--- config.mk ---
export PLATFORM = sky130hd
export DESIGN_NAME = ball_motion_fsm
export DESIGN_NICKNAME = d
export VERILOG_FILES = /design/src/rtl/ball_motion_fsm.sv
export SDC_FILE = /design/constraint.sdc
export NUM_CORES = 1
export LEC_CHECK = 0
export BUFFER_PORTS_ARGS = -buffer_cell sky130_fd_sc_hd__buf_2
export CAP_MARGIN = 40
export CORE_UTILIZATION = 35
export CTS_CLUSTER_DIAMETER = 50
export DETAILED_ROUTE_END_ITERATION = 12
export PLACE_DENSITY = 0.51
export SYNTH_ARGS = -nofsm -noshare
export SYNTH_HDL_FRONTEND = slang
export SYNTH_SLANG_ARGS = --single-unit
--- constraint.sdc ---
create_clock -name clock -period 3.9 [get_ports clock]
set_clock_uncertainty 0.15 [all_clocks]
set_input_delay 0.195 -clock clock [delete_from_list [all_inputs] [get_ports clock]]
set_output_delay 0.195 -clock clock [all_outputs]
set_load 0.01 [all_outputs]
--- src/rtl/ball_motion_fsm.sv ---
// Ball position and direction engine.
// The ball starts centred in SERVE. After SERVE_DELAY frame ticks it enters MOVE.
// In MOVE it steps SPEED pixels per axis on each frame_tick. It reflects on paddle
// and wall events from GameLogic, and it recentres and serves again after a score.
//
// Ports
//   clock        in   system clock, all state on posedge
//   reset_n      in   asynchronous active-low reset
//   frame_tick   in   one-cycle pulse per video frame
//   bounce       in   GameLogic event: 0 none, 1 paddle (x), 2 wall (y), 3 score
//   ball_pos_x   out  ball left edge, registered
//   ball_pos_y   out  ball top edge, registered
//   ball_size_x  out  constant BALL_SIZE
//   ball_size_y  out  constant BALL_SIZE
//   dir_x        out  1 = moving right (+x)
//   dir_y        out  1 = moving down (+y)
//   serving      out  1 while in SERVE
module ball_motion_fsm #(
    parameter int unsigned SCREEN_X    = 640,
    parameter int unsigned SCREEN_Y    = 480,
    parameter int unsigned BALL_SIZE   = 8,
    parameter int unsigned SPEED       = 2,
    parameter int unsigned SERVE_DELAY = 60,
    parameter int unsigned LOCKOUT     = 2
) (
    input  logic       clock,
    input  logic       reset_n,
    input  logic       frame_tick,
    input  logic [1:0] bounce,
    output logic [9:0] ball_pos_x,
    output logic [9:0] ball_pos_y,
    output logic [7:0] ball_size_x,
    output logic [7:0] ball_size_y,
    output logic       dir_x,
    output logic       dir_y,
    output logic       serving
);

    localparam int unsigned CntW  = (SERVE_DELAY > 1) ? $clog2(SERVE_DELAY) : 1;
    localparam int unsigned LockW = (LOCKOUT > 0) ? $clog2(LOCKOUT + 1) : 1;

    localparam logic [9:0]         CenterX = 10'((SCREEN_X - BALL_SIZE) / 2);
    localparam logic [9:0]         CenterY = 10'((SCREEN_Y - BALL_SIZE) / 2);
    localparam logic signed [10:0] MaxX    = 11'(SCREEN_X - BALL_SIZE);
    localparam logic signed [10:0] MaxY    = 11'(SCREEN_Y - BALL_SIZE);
    localparam logic signed [10:0] Speed   = 11'(SPEED);

    typedef enum logic [0:0] {StServe, StMove} state_e;

    state_e            state_q, state_d;
    logic [CntW-1:0]   serve_cnt_q, serve_cnt_d;
    logic              pend_x_q, pend_x_d;
    logic              pend_y_q, pend_y_d;
    logic              pend_score_q, pend_score_d;
    logic [LockW-1:0]  lock_x_q, lock_x_d;
    logic [LockW-1:0]  lock_y_q, lock_y_d;
    logic [9:0]        pos_x_q, pos_x_d;
    logic [9:0]        pos_y_q, pos_y_d;
    logic              dir_x_q, dir_x_d;
    logic              dir_y_q, dir_y_d;

    // Flags seen this cycle, including an event arriving in the frame_tick cycle itself.
    logic eff_x, eff_y, eff_score;
    logic nxt_dir_x, nxt_dir_y;

    // Signed 11-bit step, saturated to the visible range. Clamping never touches direction.
    function automatic logic [9:0] step_pos(input logic [9:0] pos, input logic dir,
                                            input logic signed [10:0] max_pos);
        logic signed [10:0] p;
        p = $signed({1'b0, pos}) + (dir ? Speed : -Speed);
        if (p < 11'sd0) begin
            return 10'd0;
        end else if (p > max_pos) begin
            return max_pos[9:0];
        end else begin
            return p[9:0];
        end
    endfunction

    always_comb begin
        state_d      = state_q;
        serve_cnt_d  = serve_cnt_q;
        pend_x_d     = pend_x_q;
        pend_y_d     = pend_y_q;
        pend_score_d = pend_score_q;
        lock_x_d     = lock_x_q;
        lock_y_d     = lock_y_q;
        pos_x_d      = pos_x_q;
        pos_y_d      = pos_y_q;
        dir_x_d      = dir_x_q;
        dir_y_d      = dir_y_q;
        nxt_dir_x    = dir_x_q;
        nxt_dir_y    = dir_y_q;
        eff_x        = pend_x_q | (bounce == 2'd1);
        eff_y        = pend_y_q | (bounce == 2'd2);
        eff_score    = pend_score_q | (bounce == 2'd3);

        unique case (state_q)
            StServe: begin
                // Events are ignored while serving.
                pend_x_d     = 1'b0;
                pend_y_d     = 1'b0;
                pend_score_d = 1'b0;
                if (frame_tick) begin
                    if (serve_cnt_q == CntW'(SERVE_DELAY - 1)) begin
                        state_d     = StMove;
                        serve_cnt_d = '0;
                    end else begin
                        serve_cnt_d = serve_cnt_q + CntW'(1);
                    end
                end
            end
            StMove: begin
                pend_x_d     = eff_x;
                pend_y_d     = eff_y;
                pend_score_d = eff_score;
                if (frame_tick) begin
                    pend_x_d     = 1'b0;
                    pend_y_d     = 1'b0;
                    pend_score_d = 1'b0;
                    if (eff_score) begin
                        state_d     = StServe;
                        serve_cnt_d = '0;
                        pos_x_d     = CenterX;
                        pos_y_d     = CenterY;
                        dir_x_d     = ~dir_x_q;
                        lock_x_d    = '0;
                        lock_y_d    = '0;
                    end else begin
                        // A freshly loaded lock skips this tick's decrement.
                        if (eff_x && (lock_x_q == '0)) begin
                            nxt_dir_x = ~dir_x_q;
                            lock_x_d  = LockW'(LOCKOUT);
                        end else if (lock_x_q != '0) begin
                            lock_x_d = lock_x_q - LockW'(1);
                        end
                        if (eff_y && (lock_y_q == '0)) begin
                            nxt_dir_y = ~dir_y_q;
                            lock_y_d  = LockW'(LOCKOUT);
                        end else if (lock_y_q != '0) begin
                            lock_y_d = lock_y_q - LockW'(1);
                        end
                        dir_x_d = nxt_dir_x;
                        dir_y_d = nxt_dir_y;
                        pos_x_d = step_pos(pos_x_q, nxt_dir_x, MaxX);
                        pos_y_d = step_pos(pos_y_q, nxt_dir_y, MaxY);
                    end
                end
            end
            default: state_d = StServe;
        endcase
    end

    always_ff @(posedge clock or negedge reset_n) begin
        if (!reset_n) begin
            state_q      <= StServe;
            serve_cnt_q  <= '0;
            pend_x_q     <= 1'b0;
            pend_y_q     <= 1'b0;
            pend_score_q <= 1'b0;
            lock_x_q     <= '0;
            lock_y_q     <= '0;
            pos_x_q      <= CenterX;
            pos_y_q      <= CenterY;
            dir_x_q      <= 1'b1;
            dir_y_q      <= 1'b1;
        end else begin
            state_q      <= state_d;
            serve_cnt_q  <= serve_cnt_d;
            pend_x_q     <= pend_x_d;
            pend_y_q     <= pend_y_d;
            pend_score_q <= pend_score_d;
            lock_x_q     <= lock_x_d;
            lock_y_q     <= lock_y_d;
            pos_x_q      <= pos_x_d;
            pos_y_q      <= pos_y_d;
            dir_x_q      <= dir_x_d;
            dir_y_q      <= dir_y_d;
        end
    end

    assign ball_pos_x  = pos_x_q;
    assign ball_pos_y  = pos_y_q;
    assign ball_size_x = 8'(BALL_SIZE);
    assign ball_size_y = 8'(BALL_SIZE);
    assign dir_x       = dir_x_q;
    assign dir_y       = dir_y_q;
    assign serving     = (state_q == StServe);

endmodule

Yosys cells after proc, flatten, opt, wreduce, memory -nomap -nowiden

Cells that the tools add are included.
Widths: inputs -> output; s select.

Add/sub/neg operators: 5
$lt $le $gt $ge: 4
Eq/ne operators: 7
Mux-type cells: 39
Bitwise gates (word level): 7
Reduce and logical (&&, ||, !) cells: 13

Operators with widths:

| cell                 | count |
|---|---|
| $mux 10              | 6 |
| $mux 6               | 4 |
| $add 11x11->11       | 2 |
| $lt 11x1->1 const B  | 2 |
| $mux 11              | 2 |
| $mux 1               | 16 |
| $mux 2               | 6 |
| $pmux 6 s2           | 1 |
| $reduce_and 3->1     | 4 |
| $gt 11x10->1 const B | 1 |
| $gt 11x11->1 const B | 1 |
| $pmux 1 s2           | 4 |
| $add 6x1->6 const B  | 1 |
| $eq 6x6->1 const B   | 1 |
| $reduce_bool 3->1    | 2 |
| $eq 2x2->1 const B   | 2 |
| $logic_not 2->1      | 2 |
| $ne 2x2->1 const B   | 2 |
| $not 1->1            | 4 |
| $reduce_bool 2->1    | 2 |
| $sub 2x1->2 const B  | 2 |
| $or 1x1->1           | 3 |
| $eq 2x1->1 const B   | 1 |
| $logic_and 1x1->1    | 2 |
| 2 further kinds      | 2 |

Register bits after elaboration: 36
Input port bits: 5
Output and inout port bits: 39
Word-level logic and storage cells: 86

Depth between registers and ports, before layout

Depth after elaboration: 13
Depth in mapped cells: 14
Depth with buffers taken out: 14

Least setup slack after synthesis

Ideal clock, no wire load.

Kind: register to register
From: reg lock_x_q[0]
To: reg pos_x_q[2], in the netlist ball_pos_x[2]
Library setup time: 0.060 ns
Arrival time: 2.943 ns
Required time: 3.690 ns
Setup slack: 0.747 ns
Stages on the path, launching flop included: 14
Path buffers: 0
Period minus slack after synthesis: 3.153 ns
Cell sequence: dfrtp_1 > inv_1 > ha_1 > nor2b_1 > o21ai_0 > nand2_1 > xnor2_1 > ha_1 > or4_4 > and3_1 > o21ai_0 > nor4_1 > o31ai_2 > o221a_2

Longest elaborated chain between the ends: 12
Elaborated cells between the ends (all ways): 13
Classes of those cells: add/sub (1); order compare (2); mux (8); reduce/logical (2)

Ends and longest elaborated chain:

| what                   | line | RTL |
|---|---|---|
| start, declared        | 55   | `logic [LockW-1:0] lock_x_q, lock_x_d;` |
| start signal, assigned | 173  | `lock_x_q <= lock_x_d;` |
| $logic_not 2->1 (*)    | 131  | `if (eff_x && (lock_x_q == '0)) begin` |
| $logic_and 1x1->1 (*)  | 131  |  |
| $mux 1 (*)             | 131  |  |
| $mux 1 (*)             | 121  | `if (eff_score) begin` |
| $mux 1 (*)             | 117  | `if (frame_tick) begin` |
| $mux 1 (*)             | 98   | `unique case (state_q)` |
| $mux 11 (*)            | 70   | `p = $signed({1'b0, pos}) + (dir ? Speed : -Speed);` |
| $add 11x11->11 (*)     | 70   |  |
| $gt 11x11->1           | 73   | `end else if (p > max_pos) begin` |
| $mux 10                | 73   |  |
| $mux 10 (*)            | 71   | `if (p < 11'sd0) begin` |
| $mux 10 (*)            | 121  |  |
| end signal, assigned   | 163  | `pos_x_q <= CenterX;` |
| end signal, assigned   | 175  | `pos_x_q <= pos_x_d;` |
| end, declared          | 57   | `logic [9:0] pos_x_q, pos_x_d;` |

Every way passes the cells marked *; elsewhere a longest branch is shown, timed or not. The select of a mux whose other input is x is not followed.
A chain may end at the register's enable or synchronous reset.

Worst setup path after layout

Same ends and word-level chain as after synthesis.

==> impl_metrics.ini <==
[worst_hold_path]
min-delay-start = frame_tick
whs_path_depth = 3
holdPathEnd = state_q
hp-class = input pin to flip-flop

[floorplanning]
core_area_um2 = 7290
die_h_um = 89.1
pin_count = 44
initial_utilization = 0.364
die_w_um = 89.1
rows = 31
die_area_um2 = 7950

[yosys]
synth-edff-count = 0
synth_cells = 309
synth.avg_cell_area_um2 = 8.60
synth_seq_cells = 34
synth_cell_types = 60
yosysWarnings = 0
synthArstFlopShare = 1.00
ys_seq_area_frac = 0.326
netlist_area_um2 = 2660
synth_ff_type = dfrtp_1
yosys-top-cells-count = 25 x nand2_1, 22 x dfrtp_1, 21 x o21ai_0, 19 x a21oi_1, 19 x buf_4
synthTopCellsByArea = dfrtp_1 21%, dfstp_2 12%, buf_4 5.4%
synth_most_common_cell = nand2_1
synth_top_cell_area_share = 0.207
yosys.area.top_type = dfrtp_1

[worst_setup_path]
slowest_stage = or4_4
path_class = flip-flop to flip-flop
r2r_start = lock_x_q[0]
r2r-end = ball_pos_x[2]
cp_num_buf_inv = 1
slowest_delay_ns = 0.56
reg2reg_depth = 13
crit_chain = inv_1 > ha_1 > nor2b_1 > o21ai_0 > nand2_1 > xnor2_1 > ha_1 > or4_4 > and3_1 > o21ai_0 > nor4_1 > o31ai_2 > o221a_2
arrival_ns = 3.61
crit_required_ns = 3.97
critical_path_peak_fanout = 7
critPathLaunchType = flip-flop
end_kind = flip-flop
r2r_slack_ns = 0.36
crit_family = simple AND/OR/NAND/NOR gates

[routing]
viasPerCell = 5.33
firstDrtPassIters = 4
drc = 0
ant_nets = 0
dr.first_iter.drc_count = 145
wire_per_inst_um = 14.3
totalWireLength_um = 6170
via_count = 2298

[clock_network]
clkLatencyLatePin_ns = 0.28
cts-root-buf = clkbuf_8
htree_levels = 2
cts.sinks = 34
cts_tree = built
post-cts-setup-buffer-count = 0
path_clk_slew_ns = 0.07
cts_buffer_depth = 2
cts_made_buffers = 5

[global_routing]
gr-total-overflow = 0
grt_pass1_wl_um = 10200
grt_pass1_vias = 2099
antenna_found_initial = 0
grt_max_degree = 35
grt_usage = 0.165

[final_layout]
area_growth_pct = 9.23
antenna_cells = 0
fin_util = 0.398
drive_gt1_frac = 0.208
nets = 343

[timing]
fin_hold_ws_ns = 0.0758
post-route-period-util = 0.907
tns_ns = 0
fmaxAchievable_ghz = 0.283
rsz0062_at_grt = no
slew_viol_final = 0
finalSetupViolations = 0
hold_violations = 0
relSlewSlack = 0.483
post-route-min-period_ns = 3.54
tightest_slew_ns = 0.775

[place]
numPortBuffers = 25
hpwl_um = 4460
gp_congestion = 0.856

[status]
status = finished, final reports clean

[job]
drv_cap = 0

[pwr]
power_density_nw_per_um2 = 858
power_uw = 2490
ir_worst_vdd_uv = 297
leakagePower_uw = 0.00124
[sequential cells by signal, summed over array words and instances, names as in the netlist]
register,count
ball_pos_y,9
lock_x_q,2
lock_y_q,2
pend_y_q,1
dir_y,1
dir_x,1
state_q,1
serve_cnt_q,6
pend_x_q,1
pend_score_q,1
ball_pos_x,9
[power breakdown]
part	switching (uW)	internal, uW
sequential	235	540
combinational	820	624
clock	129	143
total	1190	1310
[cell type report]
type	count	area, um^2
fill	799	4390
multi-input combinational	245	1600
sequential	34	866
timing repair buffer	30	165
tap	99	124
clock buffer	7	86.3
inverter	15	56.3
clock inverter	1	5.00
[cells in the final DEF (no fill, tap or decap), drive strengths merged, types with 9 or more instances in the layout]
cell,n
a21oi,19
buf,29
conb,18
dfrtp,22
dfstp,12
inv,15
nand2,25
nand3,9
nor2,18
o21ai,27
xor2,9
[routing by layer]
| metal | GRT usage | up-vias | part of all wire |
|---|---|---|---|
| li1 | - | 1143 | - |
| met1 | 0.232 | 1095 | 0.50 |
| met2 | 0.275 | 58 | 0.46 |
| met3 | 0.0277 | 2 | 0.041 |
| met4 | 0.0216 | 0 | 0.0040 |
| met5 | 0 | - | 0 |
[repair_timing]
item,CTS,global route
endpoints found under the hold margin,22,0
gates resized for setup,0,0
hold buffers,1,0
[per-stage QoR]
stage               setup slack [ns]  area (um^2)  std cells
detailed placement             0.407         2800        422
global route                  0.0666         2900        431
global placement               0.537         2800        422
finish                         0.361         2900        431
floorplan                      0.747         2720        325
CTS                            0.371         2900        431
[logic make-up (layout without fill, tap and decap cells)]
| kind of cell | count (synthesis) | after routing | synth area share |
|---|---|---|---|
| other cells | 2 | 18 | 0.00283 |
| compound gates | 95 | 95 | 0.248 |
| buf+inv | 46 | 53 | 0.0946 |
| xor+xnor | 16 | 16 | 0.0556 |
| flops | 34 | 34 | 0.326 |
| mux | 10 | 10 | 0.0447 |
| fa+ha+maj | 7 | 7 | 0.0330 |
| simple gates | 99 | 99 | 0.195 |
[worst max-delay path by stage]
stage | start | to | slack (ns) | cells past startpoint
after floorplan | lock_x_q[0] | ball_pos_x[2] | 0.75 | 13
after detailed placement | lock_x_q[0] | ball_pos_x[2] | 0.41 | 13
after global routing | lock_x_q[0] | ball_pos_x[2] | 0.07 | 13
after global placement | lock_x_q[0] | ball_pos_x[2] | 0.54 | 13
after CTS | lock_x_q[0] | ball_pos_x[2] | 0.37 | 13
final | lock_x_q[0] | ball_pos_x[2] | 0.36 | 13
[worst reg2reg max path, stage by stage, from the launching register on]
cell	delay (ns)
dfrtp_1	0.37
inv_1	0.05
ha_1	0.26
nor2b_1	0.17
o21ai_0	0.15
nand2_1	0.28
xnor2_1	0.20
ha_1	0.27
or4_4	0.56
and3_1	0.19
o21ai_0	0.17
nor4_1	0.09
o31ai_2	0.34
o221a_2	0.24
Note: power is estimated with default switching activity, not from simulation.
